`config.mk`:
```
export PLATFORM = sky130hd
export DESIGN_NAME = mult_div_unit
export DESIGN_NICKNAME = d
export VERILOG_FILES = /design/src/rtl/mips_pkg.sv /design/src/rtl/mult_div_step.sv /design/src/rtl/mult_div_unit.sv
export SDC_FILE = /design/constraint.sdc
export NUM_CORES = 1
export LEC_CHECK = 0
export CORE_MARGIN = 5
export CORE_UTILIZATION = 50
export CTS_BUF_LIST = sky130_fd_sc_hd__clkbuf_16
export CTS_CLUSTER_SIZE = 20
export DETAILED_ROUTE_END_ITERATION = 8
export PLACE_DENSITY = 0.73
export SYNTH_ARGS = -nofsm -noshare
export SYNTH_HDL_FRONTEND = slang
export SYNTH_HIERARCHICAL = 1
export SYNTH_SLANG_ARGS = --single-unit
```
`constraint.sdc`:
```
create_clock -name CLK -period 6.98 [get_ports CLK]
set_input_delay 1.396 -clock CLK [delete_from_list [all_inputs] [get_ports CLK]]
set_output_delay 1.396 -clock CLK [all_outputs]
set_load 0.05 [all_outputs]
```
`src/rtl/mips_pkg.sv`:
```
// ---------------------------------------------------------------------------
// mips_pkg
// Definitions shared by the iterative multiply/divide unit:
//   MD_WIDTH / ITER  operand width and iteration count (one bit per cycle)
//   md_op_e          MD_OP encodings (MULTU, MULT, DIVU, DIV)
//   md_state_e       sequencer states (IDLE, RUN, FIX)
//   md_op_is_div     op class helper (bit 1 selects divide)
//   md_op_is_signed  signedness helper (bit 0 selects signed)
// ---------------------------------------------------------------------------
package mips_pkg;

    localparam int MD_WIDTH = 32;
    localparam int ITER     = MD_WIDTH;

    typedef enum logic [1:0] {
        MD_MULTU = 2'b00,
        MD_MULT  = 2'b01,
        MD_DIVU  = 2'b10,
        MD_DIV   = 2'b11
    } md_op_e;

    typedef enum logic [1:0] {
        MD_IDLE = 2'b00,
        MD_RUN  = 2'b01,
        MD_FIX  = 2'b10
    } md_state_e;

    function automatic logic md_op_is_div(input logic [1:0] op);
        return (op == MD_DIVU) || (op == MD_DIV);
    endfunction

    function automatic logic md_op_is_signed(input logic [1:0] op);
        return (op == MD_MULT) || (op == MD_DIV);
    endfunction

endpackage

```
`src/rtl/mult_div_step.sv`:
```
// ---------------------------------------------------------------------------
// mult_div_step
// One combinational iteration of the multiply/divide datapath.
//   is_div    1 = restoring-divide step, 0 = shift-add multiply step
//   acc_in    2*WIDTH accumulator {upper, lower}
//   operand   multiplicand magnitude or divisor magnitude
//   acc_out   accumulator after this iteration
// Multiply: lower half holds the not-yet-consumed multiplier bits; the upper
//   half collects partial sums and the pair shifts right each step.
// Divide: upper half is the partial remainder, lower half holds the dividend
//   bits still to be consumed, with quotient bits shifted in at the LSB.
// ---------------------------------------------------------------------------
module mult_div_step
    import mips_pkg::*;
#(
    parameter int WIDTH = ITER
) (
    input  logic                 is_div,
    input  logic [2*WIDTH-1:0]   acc_in,
    input  logic [WIDTH-1:0]     operand,
    output logic [2*WIDTH-1:0]   acc_out
);

    logic [WIDTH:0]     mul_upper;
    logic [2*WIDTH:0]   shifted;
    logic [WIDTH-1:0]   diff;
    logic               fits;

    always_comb begin
        // Keep the carry out of the partial sum; it becomes the new MSB.
        mul_upper = {1'b0, acc_in[2*WIDTH-1:WIDTH]};
        if (acc_in[0]) begin
            mul_upper = mul_upper + {1'b0, operand};
        end

        // Shifted remainder needs WIDTH+1 bits; the subtraction result is
        // always below the divisor, so WIDTH bits are enough for it.
        shifted = {acc_in, 1'b0};
        fits    = shifted[2*WIDTH:WIDTH] >= {1'b0, operand};
        diff    = shifted[2*WIDTH-1:WIDTH] - operand;

        if (is_div) begin
            if (fits) begin
                acc_out = {diff, shifted[WIDTH-1:1], 1'b1};
            end else begin
                acc_out = {shifted[2*WIDTH-1:1], 1'b0};
            end
        end else begin
            acc_out = {mul_upper, acc_in[WIDTH-1:1]};
        end
    end

endmodule

```
`src/rtl/mult_div_unit.sv`:
```
// ---------------------------------------------------------------------------
// mult_div_unit
// Iterative MULT/MULTU/DIV/DIVU unit with architectural HI/LO registers.
//   CLK, RESET        clock, asynchronous active-high reset
//   MD_START, MD_OP   one-cycle request and operation, sampled only in IDLE
//   MD_IN_1, MD_IN_2  multiplicand/dividend, multiplier/divisor
//   MD_HI_WE, MD_LO_WE, MD_WDATA   MTHI/MTLO writes, honoured only in IDLE
//   MD_BUSY           high while an operation is in flight (33 cycles)
//   MD_DONE           one-cycle pulse when new HI/LO are visible
//   MD_DIV_ZERO       sticky zero-divisor flag, cleared by the next start
//   MD_HI, MD_LO      HI/LO registers
// The datapath works on magnitudes; signs are latched at start and applied
// in the FIX cycle.
// ---------------------------------------------------------------------------
module mult_div_unit
    import mips_pkg::*;
#(
    parameter int WIDTH = ITER
) (
    input  logic               CLK,
    input  logic               RESET,
    input  logic               MD_START,
    input  logic [1:0]         MD_OP,
    input  logic [WIDTH-1:0]   MD_IN_1,
    input  logic [WIDTH-1:0]   MD_IN_2,
    input  logic               MD_HI_WE,
    input  logic               MD_LO_WE,
    input  logic [WIDTH-1:0]   MD_WDATA,
    output logic               MD_BUSY,
    output logic               MD_DONE,
    output logic               MD_DIV_ZERO,
    output logic [WIDTH-1:0]   MD_HI,
    output logic [WIDTH-1:0]   MD_LO
);

    localparam int CNT_W = $clog2(WIDTH);

    md_state_e            state_q, state_d;
    logic [CNT_W-1:0]     count_q, count_d;
    logic [2*WIDTH-1:0]   acc_q, acc_d, step_acc;
    logic [WIDTH-1:0]     opnd_q, opnd_d;
    logic [WIDTH-1:0]     raw_a_q, raw_a_d;
    logic [WIDTH-1:0]     hi_q, hi_d, lo_q, lo_d;
    logic                 is_div_q, is_div_d;
    logic                 res_neg_q, res_neg_d;
    logic                 rem_neg_q, rem_neg_d;
    logic                 zdiv_q, zdiv_d;
    logic                 busy_q, busy_d;
    logic                 done_q, done_d;
    logic                 div_zero_q, div_zero_d;

    logic                 in_signed;
    logic                 sign_a, sign_b;
    logic [WIDTH-1:0]     mag_a, mag_b;
    logic [2*WIDTH-1:0]   prod_fix;
    logic [WIDTH-1:0]     quot_fix, rem_fix;

    mult_div_step #(.WIDTH(WIDTH)) u_step (
        .is_div  (is_div_q),
        .acc_in  (acc_q),
        .operand (opnd_q),
        .acc_out (step_acc)
    );

    always_comb begin
        in_signed = md_op_is_signed(MD_OP);
        sign_a    = in_signed & MD_IN_1[WIDTH-1];
        sign_b    = in_signed & MD_IN_2[WIDTH-1];
        // The most negative value maps onto itself, which is the correct
        // unsigned magnitude.
        mag_a     = sign_a ? -MD_IN_1 : MD_IN_1;
        mag_b     = sign_b ? -MD_IN_2 : MD_IN_2;

        prod_fix  = res_neg_q ? -acc_q : acc_q;
        quot_fix  = res_neg_q ? -acc_q[WIDTH-1:0] : acc_q[WIDTH-1:0];
        rem_fix   = rem_neg_q ? -acc_q[2*WIDTH-1:WIDTH] : acc_q[2*WIDTH-1:WIDTH];
    end

    always_comb begin
        state_d    = state_q;
        count_d    = count_q;
        acc_d      = acc_q;
        opnd_d     = opnd_q;
        raw_a_d    = raw_a_q;
        hi_d       = hi_q;
        lo_d       = lo_q;
        is_div_d   = is_div_q;
        res_neg_d  = res_neg_q;
        rem_neg_d  = rem_neg_q;
        zdiv_d     = zdiv_q;
        busy_d     = busy_q;
        done_d     = 1'b0;
        div_zero_d = div_zero_q;

        case (state_q)
            MD_IDLE: begin
                if (MD_HI_WE) hi_d = MD_WDATA;
                if (MD_LO_WE) lo_d = MD_WDATA;
                if (MD_START) begin
                    state_d    = MD_RUN;
                    busy_d     = 1'b1;
                    count_d    = '0;
                    is_div_d   = md_op_is_div(MD_OP);
                    res_neg_d  = sign_a ^ sign_b;
                    rem_neg_d  = sign_a;
                    zdiv_d     = (MD_IN_2 == '0);
                    raw_a_d    = MD_IN_1;
                    acc_d      = {{WIDTH{1'b0}}, mag_a};
                    opnd_d     = mag_b;
                    div_zero_d = 1'b0;
                end
            end
            MD_RUN: begin
                acc_d = step_acc;
                if (count_q == CNT_W'(WIDTH - 1)) begin
                    state_d = MD_FIX;
                    count_d = '0;
                end else begin
                    count_d = count_q + CNT_W'(1);
                end
            end
            MD_FIX: begin
                state_d = MD_IDLE;
                busy_d  = 1'b0;
                done_d  = 1'b1;
                if (is_div_q) begin
                    if (zdiv_q) begin
                        hi_d       = raw_a_q;
                        lo_d       = '1;
                        div_zero_d = 1'b1;
                    end else begin
                        hi_d = rem_fix;
                        lo_d = quot_fix;
                    end
                end else begin
                    hi_d = prod_fix[2*WIDTH-1:WIDTH];
                    lo_d = prod_fix[WIDTH-1:0];
                end
            end
            default: begin
                state_d = MD_IDLE;
                busy_d  = 1'b0;
            end
        endcase
    end

    always_ff @(posedge CLK or posedge RESET) begin
        if (RESET) begin
            state_q    <= MD_IDLE;
            count_q    <= '0;
            acc_q      <= '0;
            opnd_q     <= '0;
            raw_a_q    <= '0;
            hi_q       <= '0;
            lo_q       <= '0;
            is_div_q   <= 1'b0;
            res_neg_q  <= 1'b0;
            rem_neg_q  <= 1'b0;
            zdiv_q     <= 1'b0;
            busy_q     <= 1'b0;
            done_q     <= 1'b0;
            div_zero_q <= 1'b0;
        end else begin
            state_q    <= state_d;
            count_q    <= count_d;
            acc_q      <= acc_d;
            opnd_q     <= opnd_d;
            raw_a_q    <= raw_a_d;
            hi_q       <= hi_d;
            lo_q       <= lo_d;
            is_div_q   <= is_div_d;
            res_neg_q  <= res_neg_d;
            rem_neg_q  <= rem_neg_d;
            zdiv_q     <= zdiv_d;
            busy_q     <= busy_d;
            done_q     <= done_d;
            div_zero_q <= div_zero_d;
        end
    end

    assign MD_BUSY     = busy_q;
    assign MD_DONE     = done_q;
    assign MD_DIV_ZERO = div_zero_q;
    assign MD_HI       = hi_q;
    assign MD_LO       = lo_q;

endmodule

```
# --- Word level (Yosys, flattened, before mapping) ---
# Cells that the tools add are included.
word_totals:
  output_inout_bits: 67
  reg_bits: 206
  ramBits: 0
  latchBits: 0
  word_cells: 83
  romBits: 0
  mem_count: 0
classes:
  div: 0
  n_mux: 31
  reduce_logical: 13
  n_mul: 0
  eq_ne: 12
  n_lt_le_gt_ge: 1
  addsub: 8
  bitwise_logic: 4
  shifts: 0
ops:
  columns: ["cell", "count"]
  rows:
  - ["$mux 32", 10]
  - ["$mux 64", 4]
  - ["$neg 32->32", 4]
  - ["$pmux 32 s2", 2]
  - ["$pmux 64 s2", 1]
  - ["$neg 64->64", 1]
  - ["$add 32x32->33", 1]
  - ["$ge 33x32->1", 1]
  - ["$mux 33", 1]
  - ["$logic_not 32->1", 1]
  - ["$sub 32x32->32", 1]
  - ["$ne 2x2->1 const B", 6]
  - ["$reduce_and 2->1", 6]
  - ["$mux 5", 2]
  - ["$pmux 5 s2", 1]
  - ["$eq 2x2->1 const B", 3]
  - ["$add 5x1->5 const B", 1]
  - ["$eq 5x5->1 const B", 1]
  - ["$mux 1", 5]
  - ["$eq 2x1->1 const B", 2]
  - ["$mux 2", 2]
  - ["$pmux 1 s2", 2]
  - ["$pmux 2 s2", 1]
  - ["$reduce_and 4->1", 1]
  - ["other kinds (6)", 9]

# --- Depth between registers and ports, before layout ---
depth:
  depth_word: 6
  mapped_depth: 14

# --- By module ---
# The synthesis kept the hierarchy.
modules_own_cells:
  columns: ["mod", "seq_area_each_um2", "instances", "cells_each", "area_each_um2"]
  rows:
  - ["mult_div_unit", 5154.9, 1, 1450, 12400.6]
  - ["mult_div_step", 0.0, 1, 713, 4898.4]

# --- Worst setup path before layout ---
# Ideal clock, no wire load.
synth_timing:
  path_type: "input-to-reg"
  from: "in MD_IN_2[6]"
  to: "reg opnd_q[28]"
  setup_slack_ps: 3381
  path_stages: 7
  path_buffers: 1
  arrival_ps: 3466
  required_ps: 6847
  path_cell_list: "nor4_1 > or3b_2 > clkbuf_1 > nor4_1 > a31oi_1 > xnor2_1 > o21ai_0"
synth_via:
  elab_chain_cells: 2
synth_rtl:
  columns: ["element", "line_no", "rtl"]
  rows:
  - ["start, declared", "mult_div_unit.sv:25", "input logic [WIDTH-1:0] MD_IN_2,"]
  - ["$neg 32->32", "mult_div_unit.sv:72", "mag_b = sign_b ? -MD_IN_2 : MD_IN_2;"]
  - ["$mux 32", "mult_div_unit.sv:72", null]
  - ["end signal, assigned", "mult_div_unit.sv:167", "opnd_q <= opnd_d;"]
  - ["end, declared", "mult_div_unit.sv:41", "logic [WIDTH-1:0] opnd_q, opnd_d;"]
# No other way between the ends.
# A chain may end at the register's enable or synchronous reset.

# --- Worst setup path after layout ---
layout_timing:
  from: "reg acc_q[47]"
  to: "reg acc_q[49]"
layout_via:
  elab_chain_cells: 4
  word_cells_on_any_way: 7
  classes_between: "add/sub (2); order compare (1); mux (4)"
layout_rtl:
  columns: ["element", "line_no", "rtl"]
  rows:
  - ["start, declared", "mult_div_unit.sv:40", "logic [2*WIDTH-1:0] acc_q, acc_d, step_acc;"]
  - ["start signal, assigned", "mult_div_unit.sv:151", "acc_q <= '0;"]
  - ["start signal, assigned", "mult_div_unit.sv:166", "acc_q <= acc_d;"]
  - ["$add 32x32->33 (tied with other cells)", "mult_div_step.sv:33", "mul_upper = mul_upper + {1'b0, operand};"]
  - ["$mux 33 or $mux 64 (tied branches)", "mult_div_step.sv:32, mult_div_step.sv:43", null]
  - ["$mux 64 *", "mult_div_step.sv:42", "if (is_div) begin"]
  - ["named net step_acc[49]", "mult_div_unit.sv:40", null]
  - ["$pmux 64 s2 *", "mult_div_unit.sv:95", "case (state_q)"]
# Mark *: on every way through the listed nets, which the timed path passes. The rest lies on a longest branch.

==> metrics.md <==
| Metric | Value |
|---|---|
| Status | `complete, no violations` |
| Area growth syn-to-layout | `14.7%` |
| Period utilisation layout | `61.8%` |
| Violation count after the first detailed-route iteration | `approximately 2100` |
| Starting density of the core | `50.3%` |
| Num CTS Buffers | `26` |
| Hold-fix buffers, CTS | `0` |
| Complex-gate fraction of the synthesized area | `27.3%` |
| Ant diodes | `0` |
| Final Hold Violating Endpoints | `0` |
| Vias in the first global route | `16600` |
| Clk Latency, worst-skew pair | `0.57 ns` |
| Final std cell area, no fill | `around 0.02 sq mm` |
| Share of cells above drive strength 1 | `6.07%` |
| Area of the core | `about 0.034 sq mm` |
| Postcts setup bufs | `0` |
| Final setup violation count | `0` |
| Fin nets | `around 2400` |
| Clock buffer depth | `3` |
| Max Fanout on Critical Path | `35` |
| Largest cells by area after synthesis | `dfrtp_1 (30%), nand2_1 (6.4%), o21ai_0 (5.6%)` |
| GRT Resource Usage Total | `31.9%` |
| Synthesized cell area | `between 0.015 and 0.02 sq mm` |
| Drt pass-1 iters | `6` |
| Place WS | `2.28 ns` |
| First-pass GRT wire length | `just under 100 mm` |
| Clock Skew | `0.0194 ns` |
| # clock sinks | `about 210` |
| Post-synth top area cell | `dfrtp_1` |
| Max-slew headroom | `about an eighth` |
| Crit path arrival time | `4.75 ns` |
| Clk slew on worst S/H paths | `0.06 ns` |
| Total wire length | `64.2 mm` |
| WL per Instance | `23.8 um` |
| Largest net degree at the start of global routing | `163` |
| Post-Synth Adder-Cell Area | `5.29%` |
| Post-synth ARST share | `100%` |
| Vias post-DR | `17800` |
| Max VDD drop | `0.280 mV` |
| Flop pwr share | `24.8%` |
| Mux contribution to synthesized area | `3.70%` |
| Worst-margin pin slew | `1.31 ns` |
| Internal cell power | `5130 uW` |
| Worst setup margin | `2.67 ns` |
| Syn_area_per_cell | `8.00 sq um` |
| Max Clk Rate | `232 MHz` |
| RSZ-0062 raised after global routing | `false` |
| Gr ovfl total | `0` |
| ANT nets after route | `0` |
| DP HPWL | `47.4 mm` |
| Via/cell ratio | `6.61` |
| Net Switching | `between 5000 and 6000 uW` |
| Fin. max-slew vios | `0` |
| Die boundary height | `~200 um` |
| Register area share after synthesis | `between 20% and 30%` |
| Row cnt | `68` |
| Area after DPL | `about 0.019 sq mm` |
| Logic pwr share | `63.6%` |
| Die X | `196 um` |
| Unique masters post-synth | `94` |
| Simple-gate share of the synthesized area | `19.6%` |
| Mapped Nets | `2338` |
| Most numerous cell in the Yosys netlist | `nand2_1` |
| Die area | `between 0.03 and 0.04 sq mm` |
| Antenna violations before repair | `0` |
| Setup TNS | `0 ns` |
| TritonCTS clock tree | `built` |
| Max cap viols | `0` |
| Ys flop type | `dfrtp_1` |
| Top cell type's share of synthesized area | `slightly below 30%` |
| Remaining routing DRC violations | `0` |
| Pwr/cell area | `543 mW/mm^2` |
| Post-synth EDFFs | `0` |
| Synth warn | `6` |
| CTS H-tree lvls | `1` |
| CP Launch Type | `flop` |
| Setup slack, reg-to-reg | `2.67 ns` |
| Crit path kind | `reg -> reg` |
| Worst setup EP type | `flop` |
| CTS Root Cell | `clkbuf_16` |
| # port buffers | `169` |
| Synth Area in XOR/XNOR | `around 8.5%` |
| Post-CTS sizing | `0` |
| Lkg Pwr | `0.00797 uW` |
| Overall power | `between 10000 and 15000 uW` |
| Post-synth top cells | `nand2_1 (297), dfrtp_1 (206), o21ai_0 (195), a21oi_1 (140), clkbuf_1 (126)` |
| Min-delay worst type | `reg -> reg` |
| Largest family of logic cells by synthesized area | `compound AO/OA/AOI/OAI gates` |
| Post-synthesis cell count | `around 2200` |
| I/O Pins | `170` |
| Sw Share | `roughly 52%` |
| Tmin final | `about 4.3 ns` |
| Placer congestion estimate | `between 0.9 and 1` |
| Clock power share | `11.6%` |
| Yosys reg bits | `roughly 210` |
| CP required | `7.42 ns` |
-- layout make-up --
type	instances	area, sq um
flip-flops and latches	206	5160
clock inverters	21	126
fillers	3238	14500
repair buffers	194	1890
inverters	72	274
clock buffers	26	651
well taps	455	569
multi-input cells	1723	11200
-- power groups by stage --
| stage | clock network [uW] | logic (uW) | registers (uW) |
|---|---|---|---|
| floorplan | 0 | 4860 | 2580 |
| global placement | 0 | 6590 | 2610 |
| detailed placement | 0 | 6670 | 2630 |
| CTS | 1260 | 6700 | 2610 |
| global route | 1310 | 7420 | 2710 |
| finish | 1250 | 6850 | 2670 |
-- metrics by stage --
stage | hold slack [ns] | utilization (%) | instances
2_1_floorplan | 0.437 | - | 2163
3_3_place_gp | 0.456 | 55.5 | 2650
3_5_place_dp | 0.463 | 55.5 | 2650
4_1_cts | 0.479 | 57.7 | 2697
5_1_grt | 0.506 | 57.7 | 2697
6_report | 0.476 | 57.7 | 2697
-- placed cells by master, fill, tap and decap left out, drive strengths merged, types with 31 or more instances in the layout --
cell	synthesis	final
dfrtp	206	206
o21ai	223	223
mux2	31	31
nand3	31	31
a21oi	142	142
xor2	78	78
nor3	50	50
o22ai	42	42
xnor2	89	89
ha	70	70
a211oi	32	32
inv	71	77
a22o	33	33
or3	31	31
nor2	116	116
clkdlybuf4s50	0	169
a22oi	32	32
nand2	297	297
o31ai	35	35
-- worst paths after layout --
| check | to | cells after the start | startpoint |
|---|---|---|---|
| max | acc_q[49] | 11 | acc_q[47] |
| min | raw_a_q[2] | 2 | raw_a_q[2] |
| min reg2reg | raw_a_q[2] | 2 | raw_a_q[2] |
| min in group asynchronous | MD_HI[29] | 3 | RESET |
| max reg2reg | acc_q[49] | 11 | acc_q[47] |
| max in group asynchronous | MD_LO[4] | 4 | RESET |
-- critical path: stages, from the launching register on --
cell and delay [ns]:
dfrtp_1 0.57, ha_1 0.54, nand2_1 0.15, nor4_1 0.78
a31o_1 0.24, or4_1 0.11, a21oi_2 0.06, nor2_4 0.73
buf_4 0.40, mux2i_1 0.23, a22oi_1 0.11, a22o_1 0.25
-- registers in the layout, indices dropped and copies added (netlist names) --
name	count
MD_DIV_ZERO	1
MD_DONE	1
MD_LO	32
rem_neg_q	1
is_div_q	1
acc_q	64
MD_HI	32
zdiv_q	1
state_q	2
MD_BUSY	1
raw_a_q	32
count_q	5
opnd_q	32
res_neg_q	1
-- metal layers --
| layer | track usage, % | routed length, um | vias to the layer above |
|---|---|---|---|
| li1 | - | - | 8109 |
| met1 | 47.6 | 27800 | 8610 |
| met2 | 47.7 | 27700 | 964 |
| met3 | 5.68 | 6610 | 131 |
| met4 | 8.64 | 2010 | 0 |
| met5 | 0 | 0 | - |
-- cells by family after synthesis --
kind of cell | count (synthesis)
AO/OA/AOI/OAI | 724
AND/OR/NAND/NOR | 700
buffers and inverters | 234
flip-flops | 206
XOR/XNOR | 167
adder cells (fa/ha/maj) | 72
multiplexers | 60
No activity file was read; power rests on OpenSTA's default activity.
